### config.mk
export PLATFORM = sky130hd
export DESIGN_NAME = chardisp_vram_ctrl
export DESIGN_NICKNAME = d
export VERILOG_FILES = /design/src/rtl/chardisp_pkg.sv /design/src/rtl/chardisp_rr_arb2.sv /design/src/rtl/chardisp_vram_ctrl.sv
export SDC_FILE = /design/constraint.sdc
export NUM_CORES = 1
export LEC_CHECK = 0
export BUFFER_PORTS_ARGS = -buffer_cell sky130_fd_sc_hd__buf_2
export CORE_AREA = 8 8 127 100
export CTS_CLUSTER_DIAMETER = 60
export DETAILED_ROUTE_END_ITERATION = 8
export DIE_AREA = 0 0 135 108
export GPL_TIMING_DRIVEN = 0
export PLACE_DENSITY = 0.79
export SLEW_MARGIN = 5
export SYNTH_ARGS = -nofsm -noshare
export SYNTH_HDL_FRONTEND = slang
export SYNTH_SLANG_ARGS = --single-unit
### constraint.sdc
create_clock -name CLK -period 2.2 [get_ports CLK]
set_clock_uncertainty 0.1 [all_clocks]
set_input_delay 0.11 -clock CLK [delete_from_list [all_inputs] [get_ports CLK]]
set_output_delay 0.11 -clock CLK [all_outputs]
set_load 0.005 [all_outputs]
### src/rtl/chardisp_pkg.sv
// Shared constants and fill-engine state encoding for the chardisp VRAM
// write-port controller.
package chardisp_pkg;

    localparam int VRAM_WORDS = 4000;
    localparam int WORD_SHIFT = 2;   // byte address = word index << WORD_SHIFT
    localparam int WIDX_W     = 12;  // width of a VRAM word index

    typedef enum logic [1:0] {
        F_IDLE = 2'd0,
        F_RUN  = 2'd1,
        F_DONE = 2'd2
    } fill_state_e;

endpackage

### src/rtl/chardisp_rr_arb2.sv
// Two-requester round-robin arbiter. Requester 0 is the host and has priority
// out of reset; the pointer only moves when both requesters compete.
module chardisp_rr_arb2 (
    input  logic       clk,
    input  logic       rst_n,
    input  logic [1:0] req,
    output logic [1:0] gnt
);

    logic ptr_q, ptr_d;  // 1: requester 1 wins the next contested cycle

    // NOTE: every output gets a default before the branch, so no path infers a latch.
    always_comb begin
        gnt   = req;
        ptr_d = ptr_q;
        if (req == 2'b11) begin
            gnt   = ptr_q ? 2'b10 : 2'b01;
            ptr_d = ~ptr_q;
        end
    end

    // NOTE: non-blocking assignments so every flop samples pre-edge values.
    always_ff @(posedge clk or negedge rst_n) begin
        if (!rst_n) ptr_q <= 1'b0;
        else        ptr_q <= ptr_d;
    end

endmodule

### src/rtl/chardisp_vram_ctrl.sv
// VRAM write-port controller: a host requester and a range-fill engine share
// one registered VRAM write port through a round-robin arbiter.
module chardisp_vram_ctrl #(
    parameter int ADDR_W     = 16,
    parameter int VRAM_WORDS = chardisp_pkg::VRAM_WORDS,
    parameter int CNT_W      = 13
) (
    input  logic              CLK,
    input  logic              RST_N,
    input  logic              H_REQ,
    input  logic [ADDR_W-1:0] H_ADDR,
    input  logic [3:0]        H_BYTEEN,
    input  logic [31:0]       H_DATA,
    output logic              H_ACK,
    output logic              H_ERR,
    input  logic              F_START,
    input  logic [11:0]       F_BASE,
    input  logic [CNT_W-1:0]  F_COUNT,
    input  logic [31:0]       F_DATA,
    output logic              F_BUSY,
    output logic              F_DONE,
    output logic [ADDR_W-1:0] WRADDR,
    output logic [3:0]        BYTEEN,
    output logic              WREN,
    output logic [31:0]       WRDATA
);

    import chardisp_pkg::fill_state_e;
    import chardisp_pkg::F_IDLE;
    import chardisp_pkg::F_RUN;
    import chardisp_pkg::WORD_SHIFT;
    import chardisp_pkg::WIDX_W;

    fill_state_e        state_q, state_d;
    logic [WIDX_W-1:0]  fidx_q, fidx_d;
    logic [CNT_W-1:0]   fcnt_q, fcnt_d;
    logic [31:0]        fdata_q, fdata_d;
    logic               f_busy, f_done;

    logic               wren_q, wren_d;
    logic               h_ack_q, h_ack_d;
    logic               h_err_q, h_err_d;
    logic [ADDR_W-1:0]  wraddr_q, wraddr_d;
    logic [3:0]         byteen_q, byteen_d;
    logic [31:0]        wrdata_q, wrdata_d;

    logic [ADDR_W-1:0]  h_word;
    logic               h_in_range, h_pend;
    logic [1:0]         req, gnt;

    // The host is not pending while its acknowledge is on the bus.
    assign h_word     = H_ADDR >> WORD_SHIFT;
    assign h_in_range = h_word < ADDR_W'(VRAM_WORDS);
    assign h_pend     = H_REQ && !h_ack_q;
    assign req        = {f_busy, h_pend};

    chardisp_rr_arb2 u_arb (
        .clk   (CLK),
        .rst_n (RST_N),
        .req   (req),
        .gnt   (gnt)
    );

    always_ff @(posedge CLK or negedge RST_N) begin
        if (!RST_N) begin
            state_q <= F_IDLE;
            fidx_q  <= '0;
            fcnt_q  <= '0;
            fdata_q <= '0;
        end else begin
            state_q <= state_d;
            fidx_q  <= fidx_d;
            fcnt_q  <= fcnt_d;
            fdata_q <= fdata_d;
        end
    end

    always_comb begin
        state_d = state_q;
        fidx_d  = fidx_q;
        fcnt_d  = fcnt_q;
        fdata_d = fdata_q;
        case (state_q)
            F_IDLE: begin
                if (F_START) begin
                    fidx_d  = F_BASE;
                    fcnt_d  = F_COUNT;
                    fdata_d = F_DATA;
                    state_d = (F_COUNT == '0) ? chardisp_pkg::F_DONE : F_RUN;
                end
            end
            F_RUN: begin
                if (gnt[1]) begin
                    // Word index wraps at the VRAM size, not at a power of two.
                    fidx_d = (fidx_q == WIDX_W'(VRAM_WORDS - 1)) ? '0 : fidx_q + WIDX_W'(1);
                    fcnt_d = fcnt_q - CNT_W'(1);
                    if (fcnt_q == CNT_W'(1)) state_d = chardisp_pkg::F_DONE;
                end
            end
            chardisp_pkg::F_DONE: state_d = F_IDLE;
            default:              state_d = F_IDLE;
        endcase
    end

    always_comb begin
        f_busy = (state_q == F_RUN);
        f_done = (state_q == chardisp_pkg::F_DONE);
    end

    always_comb begin
        wren_d   = 1'b0;
        h_ack_d  = gnt[0];
        h_err_d  = gnt[0] && !h_in_range;
        wraddr_d = wraddr_q;
        byteen_d = byteen_q;
        wrdata_d = wrdata_q;
        if (gnt[0] && h_in_range) begin
            wren_d   = 1'b1;
            wraddr_d = h_word << WORD_SHIFT;
            byteen_d = H_BYTEEN;
            wrdata_d = H_DATA;
        end else if (gnt[1]) begin
            wren_d   = 1'b1;
            wraddr_d = ADDR_W'(fidx_q) << WORD_SHIFT;
            byteen_d = 4'hf;
            wrdata_d = fdata_q;
        end
    end

    // NOTE: the write datapath registers are reset as well, so every output reads 0 in reset.
    always_ff @(posedge CLK or negedge RST_N) begin
        if (!RST_N) begin
            wren_q   <= 1'b0;
            h_ack_q  <= 1'b0;
            h_err_q  <= 1'b0;
            wraddr_q <= '0;
            byteen_q <= '0;
            wrdata_q <= '0;
        end else begin
            wren_q   <= wren_d;
            h_ack_q  <= h_ack_d;
            h_err_q  <= h_err_d;
            wraddr_q <= wraddr_d;
            byteen_q <= byteen_d;
            wrdata_q <= wrdata_d;
        end
    end

    assign H_ACK  = h_ack_q;
    assign H_ERR  = h_err_q;
    assign WREN   = wren_q;
    assign WRADDR = wraddr_q;
    assign BYTEEN = byteen_q;
    assign WRDATA = wrdata_q;
    assign F_BUSY = f_busy;
    assign F_DONE = f_done;

endmodule

==> results of run 1 <==
[repair_timing]
action	4_1_cts	5_1_grt
gates cloned	0	0
endpoints found under the setup margin	7	14
pin swaps	0	1
hold buffers	105	0
hold endpoints to repair	218	0
gates resized for setup	2	13
[cell usage in the layout (no fill, tap or decap), drive strengths merged, types with 3 or more instances in the layout]
master,Yosys,routed
buf,21,186
dfrtp,113,113
dlygate4sd3,0,105
and3,46,46
a221o,44,44
clkbuf,20,39
mux2,32,32
o21ai,23,23
a21oi,23,23
nor2,19,19
nand2,19,19
inv,16,17
nand4,9,9
o22ai,7,7
nand3,7,7
a22oi,6,6
a211oi,6,6
nor3,5,5
and2,5,5
bufinv,0,5
a31oi,5,5
diode,0,4
nor4,4,4
nor3b,4,4
clkinv,0,4
o2bb2ai,3,3
a2bb2oi,3,3
ha,3,3
clkinvlp,0,3
nor4b,3,3
[flip-flops by register name, indices dropped and copies added (netlist names)]
name and count:
WRDATA 32, fcnt_q 13, WREN 1, WRADDR 14
BYTEEN 4, fidx_q 12, H_ERR 1, u_arb.ptr_q 1
H_ACK 1, state_q 2, fdata_q 32
[power groups by stage]
stage | sequential, mW | combinational [mW] | clock, mW
after floorplan | 3.64 | 2.15 | 0
after global placement | 3.72 | 3.26 | 0
after detailed placement | 3.76 | 3.41 | 0
after CTS | 3.77 | 3.58 | 3.06
after global routing | 3.95 | 4.03 | 3.18
final | 3.87 | 3.75 | 3.06
[layer usage]
metal  wire length (um)  part of all wire, %
met5                  0                    0
met4                629                  3.1
met3               2020                   10
met2               9820                   49
met1               7620                   38
[worst min-delay path: stages]
cell,delay (ns)
buf_2,0.10
nand2b_1,0.10
nor2_1,0.12
xor2_1,0.07
[path summary, 6_finish.rpt]
check | to | slack, ns | cells after the start
max | fcnt_q[10] | 0.06 | 6
min | u_arb.ptr_q | 0.05 | 4
max reg2reg | fcnt_q[10] | 0.06 | 6
min reg2reg | WRADDR[14] | 0.38 | 1
max in group asynchronous | fidx_q[0] | 1.22 | 3
min in group asynchronous | WRDATA[12] | 0.06 | 2
[metrics by stage]
stage          cells  setup TNS [ns]  power [mW]  instance area [sq um]
6_report         922               0        10.7                   8120
5_1_grt          919         -0.0137        11.2                   8110
3_5_place_dp     782          -0.476        7.17                   6350
3_3_place_gp     781          -46.79        6.99                   6310
2_1_floorplan    476               0        5.79                   5310
4_1_cts          919               0        10.4                   8060
[cells by family (layout without fill, tap and decap cells)]
group | Yosys count | in the layout
multiplexers | 32 | 32
AO/OA/AOI/OAI | 136 | 136
XOR/XNOR | 1 | 1
adder cells (fa/ha/maj) | 3 | 3
buffers and inverters | 57 | 359
AND/OR/NAND/NOR | 132 | 132
other | 1 | 6
flip-flops | 113 | 113
[area by class of cell]
type | count | area [sq um]
sequential | 113 | 2830
fill | 674 | 2530
multi-input combinational | 306 | 2270
timing repair buffer | 271 | 1910
clock buffer | 19 | 443
clock inverter | 13 | 209
buffer | 40 | 209
tap | 140 | 175
inverter | 16 | 60.1
antenna | 4 | 10.0
==> results.sh, run 1 <==
export IMPL_cts_buffer_depth=2
export IMPL_worstSetupStartpointType="flip-flop"
export IMPL_period_minus_slack_ns=2.14
export IMPL_p_sw_mw=3.74
export IMPL_top_usage_layer="met2"
export IMPL_first_pass_iters=5
export IMPL_p_int_mw=6.94
export IMPL_pre_cts_slack_ns=-0.148
export IMPL_ant_nets=0
export IMPL_grt_total_usage_pct=27.3
export IMPL_area_delta_synth_final_pct=52.9
export IMPL_wl_um=20100
export IMPL_p_leak_nw=3.82
export IMPL_die_h_um=108
export IMPL_synth_top_area_cell="dfrtp_1"
export IMPL_grt_pass1_vias=5845
export IMPL_synth_flop_cell="dfrtp_1"
export IMPL_vdd_drop_max_uv=712
export IMPL_vias=5571
export IMPL_critPathSlowestCell="or4b_4"
export IMPL_dieArea_sq_um=14600
export IMPL_gp_congestion=0.929
export IMPL_avgRoutedWirePerCell_um=21.8
export IMPL_synth_xor_area_share_pct=0.165
export IMPL_dieWidth_um=135
export IMPL_synth_simple_area_share_pct=14.3
export IMPL_drv_cap=0
export IMPL_cts_tree="done"
export IMPL_yosys_mux_area_fraction_pct=6.79
export IMPL_antenna_found_initial=1
export IMPL_synth_seq_cells=113
export IMPL_cts_root_buffer="clkbuf_16"
export IMPL_syn_area_sq_um=5310
export IMPL_layout_setup_ws_ns=0.0634
export IMPL_setup_violations=0
export IMPL_drive_gt1_share_pct=34.3
export IMPL_cts_setup_buffers=0
export IMPL_syn_inst=475
export IMPL_numCtsBuffers=17
export IMPL_synth_adder_area_share_pct=0.707
export IMPL_grt_pass1_wl_um=31300
export IMPL_fin_util_pct=76.2
export IMPL_yosysSeqAreaShare_pct=53.3
export IMPL_tightestPinTransition_ns=0.806
export IMPL_synth_avg_cell_area_sq_um=11.2
export IMPL_viasPerCell=6.04
export IMPL_crit_required_ns=2.37
export IMPL_use_met1_pct=32.6
export IMPL_drt_iter0_markers=672
export IMPL_fin_nets=881
export IMPL_cts_max_level=4
export IMPL_cpPeakStageDelay_ns=0.52
export IMPL_io_pins=170
export IMPL_hold_viol_final=0
export IMPL_initial_core_util_pct=49.8
export IMPL_grtUsageMet3_pct=8.34
export IMPL_cp_cell_sequence="inv_1 -> ha_1 -> or4b_4 -> nor4b_4 -> o21ai_0 -> o2bb2ai_1"
export IMPL_fmax_mhz=468
export IMPL_post_route_period_util_pct=97.1
export IMPL_yosysUniqueCellTypes=58
export IMPL_dp_hpwl_um=12400
export IMPL_synth_top_area_share_pct=53.3
export IMPL_grt_start_max_net_pins=85
export IMPL_worstHoldStart="H_REQ"
export IMPL_synth_top_family_by_area="compound AO/OA/AOI/OAI gates"
export IMPL_p_seq_share_pct=36.3
export IMPL_core_sq_um=10700
export IMPL_yosys_cell_count_top_type="dfrtp_1"
export IMPL_cellPowerDensity_nw_per_um2=1320
export IMPL_path_buf_inv=1
export IMPL_synth_edf_count=0
export IMPL_crit_arrival_ns=2.30
export IMPL_crit_fanout=5
export IMPL_end_kind="flip-flop"
export IMPL_crit_type="reg2reg"
export IMPL_hold_path_class="in2reg"
export IMPL_clkSlewWorstSetupHoldPaths_ns=0.06
export IMPL_crit_start="fcnt_q[0]"
export IMPL_ys_warn_count=0
export IMPL_slew_headroom_pct=45.8
export IMPL_yosys_top_cells_count="dfrtp_1, and3_1, a221o_1"
export IMPL_met2_usage_pct=44.2
export IMPL_worst_skew_pair_late_latency_ns=0.40
export IMPL_slew_violations=0
export IMPL_cts_sinks=113
export IMPL_holdWs_ns=0.0506
export IMPL_status="finished clean"
export IMPL_p_clk_share_pct=28.6
export IMPL_rows=33
export IMPL_synth_area_leaders="dfrtp_1, a221o_1, mux2_2"
export IMPL_gr_total_overflow=0
export IMPL_p_sw_share_pct=35.0
export IMPL_r2r_start="fcnt_q[0]"
export IMPL_synth_compound_area_share_pct=19.7
export IMPL_p_comb_share_pct=35.1
export IMPL_port_buffers=165
export IMPL_crit_family="simple AND/OR/NAND/NOR gates"
export IMPL_synth_async_reset_ratio_pct=100
export IMPL_drc=0
Note: power is estimated with default switching activity, not from simulation.
==> inputs of run 2 (changes only) <==
Settings changed: PLACE_DENSITY 0.79 to 0.8, REMOVE_ABC_BUFFERS from default to 1.
==> run 2 against run 1 <==
  * Clock-buffer cell count shrank 2
  * Die area is the same
  * Clock power shrank 4%
  * Critical path depth is the same
  * Largest cell class unchanged
  * Highest routed layer unchanged
==> results.sh, run 2 (synthesis results as in run 1) <==
export IMPL_status="finished clean"
export IMPL_reg2reg_depth=6
export IMPL_r2r_end="fcnt_q[10]"
export IMPL_period_minus_slack_ns=2.13
export IMPL_port_buffers=165
export IMPL_crit_required_ns=2.41
export IMPL_ant_nets=0
export IMPL_crit_family="simple AND/OR/NAND/NOR gates"
export IMPL_hold_path_class="in2reg"
export IMPL_gp_congestion=0.858
export IMPL_crit_arrival_ns=2.35
export IMPL_end_kind="flip-flop"
export IMPL_rows=33
export IMPL_gr_total_overflow=0
export IMPL_cellPowerDensity_nw_per_um2=1310
export IMPL_crit_type="reg2reg"
export IMPL_dieArea_sq_um=14600
export IMPL_tightestPinTransition_ns=0.838
export IMPL_reg2reg_slack_ns=0.07
export IMPL_cts_sinks=113
export IMPL_first_pass_iters=5
export IMPL_layout_common_cells="buf_2, dfrtp_1, dlygate4sd3_1, and3_1, a221o_1"
export IMPL_cts_tree="done"
export IMPL_setup_violations=0
export IMPL_crit_fanout=5
export IMPL_hold_end="fidx_q[6]"
export IMPL_clkSlewWorstSetupHoldPaths_ns=0.06
export IMPL_dp_hpwl_um=10600
export IMPL_critPathSlowestCell="or4b_4"
export IMPL_dieWidth_um=135
export IMPL_area_delta_synth_final_pct=53.2
export IMPL_worst_skew_pair_late_latency_ns=0.40
export IMPL_drt_iter0_markers=395
export IMPL_post_route_period_util_pct=97.0
export IMPL_worstSetupStartpointType="flip-flop"
export IMPL_die_h_um=108
export IMPL_p_leak_nw=3.79
export IMPL_numCtsBuffers=17
export IMPL_initial_core_util_pct=49.8
export IMPL_cp_cell_sequence="inv_1 -> ha_1 -> or4b_4 -> nor4b_4 -> a22oi_1 -> o2bb2ai_1"
export IMPL_design_power_total_mw=10.6
export IMPL_drive_gt1_share_pct=35.8
export IMPL_min_path_cells=4
export IMPL_io_pins=170
export IMPL_slew_violations=0
export IMPL_cts_buffer_depth=2
export IMPL_final_cells=899
export IMPL_fin_nets=860
export IMPL_worstHoldStart="F_BASE[6]"
export IMPL_core_sq_um=10700
export IMPL_final_common_cell="buf_2"
export IMPL_dp_cells=745
export IMPL_setup_tns_ns=0
export IMPL_fmax_mhz=468
export IMPL_cts_max_level=4
export IMPL_grt_start_max_net_pins=73
export IMPL_antenna_found_initial=0
export IMPL_slew_headroom_pct=43.6
export IMPL_avgRoutedWirePerCell_um=21.3
export IMPL_grt_pass1_vias=5756
export IMPL_hold_viol_final=0
export IMPL_path_buf_inv=1
export IMPL_drc=0
export IMPL_viasPerCell=6.05
export IMPL_wl_um=19200
export IMPL_r2r_start="fcnt_q[0]"
export IMPL_drv_cap=0
export IMPL_grt_total_usage_pct=25.7
export IMPL_vdd_drop_max_uv=820
export IMPL_cpPeakStageDelay_ns=0.54
export IMPL_grt_pass1_wl_um=29800
export IMPL_cts_root_buffer="clkbuf_16"
export IMPL_vias=5439
[run 2: final cells by class]
cell class	instances	area, sq um
flip-flops and latches	113	2830
fillers	680	2520
multi-input cells	312	2380
repair buffers	284	2050
clock buffers	17	425
clock inverters	15	206
well taps	140	175
inverters	16	65.1
diodes	2	5.00
[run 2: worst max-delay path by stage]
stage	from	to	slack (ns)	depth (start not counted)
6_report	fcnt_q[0]	fcnt_q[10]	0.07	6
5_1_grt	fcnt_q[0]	fcnt_q[10]	-0.01	6
4_1_cts	state_q[0]	fdata_q[15]	-0.009	4
3_5_place_dp	state_q[1]	WRADDR[6]	-1.49	6
3_3_place_gp	state_q[1]	WRDATA[25]	-3.85	4
2_1_floorplan	state_q[1]	WRADDR[10]	-1.67	4
[run 2: worst min-delay path: cells and delay by family]
kind                   cells  cell delay [ns]
and+or+nand+nor            1             0.06
AOI/OAI and AO/OA          2             0.19
buffers and inverters      1             0.11
[run 2: metal layers]
metal | GRT usage (%) | vias to the layer above | share of wire, % | wire length [um]
met3 | 6.81 | 63 | 8.9 | 1700
met5 | 0 | - | 0 | 0
met1 | 29.9 | 2658 | 37 | 7180
met4 | 12.8 | 0 | 3.1 | 603
met2 | 43.7 | 353 | 51 | 9690
li1 | - | 2365 | - | -
[run 2: where the power goes]
part	total, mW	internal, mW	switching (mW)
Clock	2.94	1.91	1.04
Combinational	3.74	1.88	1.86
Sequential	3.96	3.06	0.895
[run 2: metrics by stage]
stage / hold WS (ns) / instance area, sq um / utilization (%) / setup WS, ns
5_1_grt: 0.0178 / 8130 / 76.3 / -0.0110
2_1_floorplan: -0.286 / 5100 / - / -1.67
3_5_place_dp: -0.0530 / 6240 / 58.6 / -1.49
3_3_place_gp: 0.243 / 6110 / 57.3 / -3.85
6_report: 0.00920 / 8130 / 76.4 / 0.0653
4_1_cts: 0.00166 / 8060 / 75.7 / -0.00899
[run 2: repair_timing]
item | CTS | global route
pin swaps | 5 | 2
endpoints found under the setup margin | 75 | 76
hold buffers | 103 | 0
gates resized for setup | 9 | 9
hold endpoints to repair | 216 | 0
cloned | 5 | 1
setup buffers | 9 | 2
==> inputs of run 3 (changes only) <==
Settings changed: CORE_AREA 8 8 127 100 to 8 8 93 136, DIE_AREA 0 0 135 108 to 0 0 101 144.
==> run 3 against run 2 <==
  * Hold slack better by 0.0050 ns
  * Largest power group unchanged
  * Die area down 0.25%
  * Critical path depth shrank 1
  * Power is 0.45% higher
  * Largest cell class unchanged
  * Non-clock buffer count unchanged
  * Combinational power is essentially flat
  * Critical path type unchanged
  * Core utilization down 0.91 points
  * Worst setup slack got worse by 0.037 ns
  * Register-to-register slack got worse by 0.04 ns
  * Cell count is 0.89% higher
==> results.sh, run 3 (synthesis results as in run 1) <==
export IMPL_status="finished clean"
export IMPL_rsz0062_at_grt="true"
export IMPL_wl_um=19600
export IMPL_avgRoutedWirePerCell_um=21.6
export IMPL_setup_violations=0
export IMPL_end_kind="flip-flop"
export IMPL_cts_buffer_depth=2
export IMPL_ant_nets=0
export IMPL_hold_path_class="in2reg"
export IMPL_drive_gt1_share_pct=35.4
export IMPL_cts_root_buffer="clkbuf_16"
export IMPL_drt_iter0_markers=301
export IMPL_vdd_drop_max_uv=853
export IMPL_layout_common_cells="buf_2, dfrtp_1, dlygate4sd3_1, and3_1, a221o_1"
export IMPL_gr_total_overflow=0
export IMPL_clkSlewWorstSetupHoldPaths_ns=0.06
export IMPL_worst_skew_pair_late_latency_ns=0.41
export IMPL_grt_start_max_net_pins=75
export IMPL_gp_congestion=0.880
export IMPL_slew_violations=0
export IMPL_drv_cap=0
export IMPL_crit_fanout=24
export IMPL_tightestPinTransition_ns=0.810
export IMPL_period_minus_slack_ns=2.17
export IMPL_grt_total_usage_pct=27.0
export IMPL_area_delta_synth_final_pct=53.8
export IMPL_cts_max_level=4
export IMPL_slew_headroom_pct=46.0
export IMPL_critPathSlowestCell="a21oi_2"
export IMPL_p_int_mw=6.87
export IMPL_fin_nets=860
export IMPL_p_leak_nw=3.80
export IMPL_rows=47
export IMPL_grt_pass1_wl_um=30000
export IMPL_grt_pass1_vias=5747
export IMPL_multi_input_comb_area_sq_um=2370
export IMPL_dp_hpwl_um=10600
export IMPL_p_comb_share_pct=35.2
export IMPL_vias=5412
export IMPL_crit_arrival_ns=2.42
export IMPL_dieWidth_um=101
export IMPL_cts_tree="done"
export IMPL_worstSetupStartpointType="flip-flop"
export IMPL_fillers=722
export IMPL_path_buf_inv=1
export IMPL_cpPeakStageDelay_ns=0.69
export IMPL_io_pins=170
export IMPL_core_sq_um=10800
export IMPL_numCtsBuffers=17
export IMPL_drc=0
export IMPL_cellPowerDensity_nw_per_um2=1310
export IMPL_initial_core_util_pct=49.1
export IMPL_p_seq_share_pct=36.8
export IMPL_p_sw_share_pct=35.7
export IMPL_first_pass_iters=5
export IMPL_cts_sinks=113
export IMPL_p_sw_mw=3.82
export IMPL_design_power_total_mw=10.7
export IMPL_port_buffers=165
export IMPL_crit_family="compound AO/OA/AOI/OAI gates"
export IMPL_p_clk_share_pct=28.1
export IMPL_crit_required_ns=2.45
export IMPL_dieArea_sq_um=14500
export IMPL_die_h_um=144
export IMPL_final_common_cell="buf_2"
export IMPL_ff_latch_area_sq_um=2830
export IMPL_antenna_found_initial=1
export IMPL_fmax_mhz=460
export IMPL_holdWs_ns=0.0142
export IMPL_post_route_period_util_pct=98.7
export IMPL_hold_viol_final=0
export IMPL_viasPerCell=5.97
export IMPL_crit_type="reg2reg"
export IMPL_cp_cell_sequence="nand2b_4 -> inv_4 -> a21oi_2 -> and3_1 -> a221o_1"
-- run 3: area by class of cell --
cell class | instances | share of cell area [%]
diodes | 3 | 0.0920
clock buffers | 18 | 5.38
clock inverters | 14 | 2.50
multi-input cells | 312 | 29.0
repair buffers | 284 | 25.3
inverters | 16 | 0.766
well taps | 147 | 2.25
flip-flops and latches | 113 | 34.7
-- run 3: through the flow --
stage / setup TNS, ns / setup WS (ns) / instance area (sq um) / cells / utilization [%]
final: 0 / 0.0283 / 8160 / 907 / 75.5
after global routing: -0.139 / -0.0248 / 8160 / 905 / 75.4
after CTS: 0 / 0.00962 / 8080 / 898 / 74.6
after detailed placement: -79.01 / -1.66 / 6260 / 752 / 57.9
after global placement: -276.62 / -4.11 / 6110 / 747 / 56.5
after floorplan: -89.02 / -1.67 / 5100 / 435 / -
-- run 3: worst register-to-register path, stage by stage (launching register included) --
cell and delay (ns):
dfrtp_2 0.45, nand2b_4 0.28, inv_4 0.18, a21oi_2 0.70
and3_1 0.29, a221o_1 0.12
-- run 3: what timing repair did --
action                     CTS  global route
setup endpoints to repair   76            69
buffers inserted             5             4
gates cloned                 4             2
pin swaps                    4             2
hold buffers               105             0
hold endpoints to repair   218             0
gates resized for setup     10             5
-- run 3: final timing paths --
kind	startpoint	endpoint	cells past startpoint	slack, ns
max	state_q[1]	WRDATA[0]	5	0.03
max reg2reg	state_q[1]	WRDATA[0]	5	0.03
max in group asynchronous	RST_N	BYTEEN[3]	3	1.21
min	F_BASE[10]	fidx_q[10]	4	0.01
min reg2reg	WRADDR[15]	WRADDR[15]	1	0.38
min in group asynchronous	RST_N	fidx_q[1]	2	0.10
-- run 3: power groups by stage --
stage	sequential (mW)	combinational, mW	clock [mW]
2_1_floorplan	3.69	1.96	0
6_report	3.93	3.76	3.00
3_5_place_dp	3.81	3.26	0
4_1_cts	3.85	3.58	3.02
5_1_grt	4.04	4.04	3.12
3_3_place_gp	3.76	3.04	0
-- run 3: per-layer routing --
metal	up-vias	wire length, um	global-route usage (%)
li1	2362	-	-
met1	2627	6700	28.4
met2	339	10400	47.0
met3	84	1550	7.18
met4	0	944	16.1
met5	-	0	0
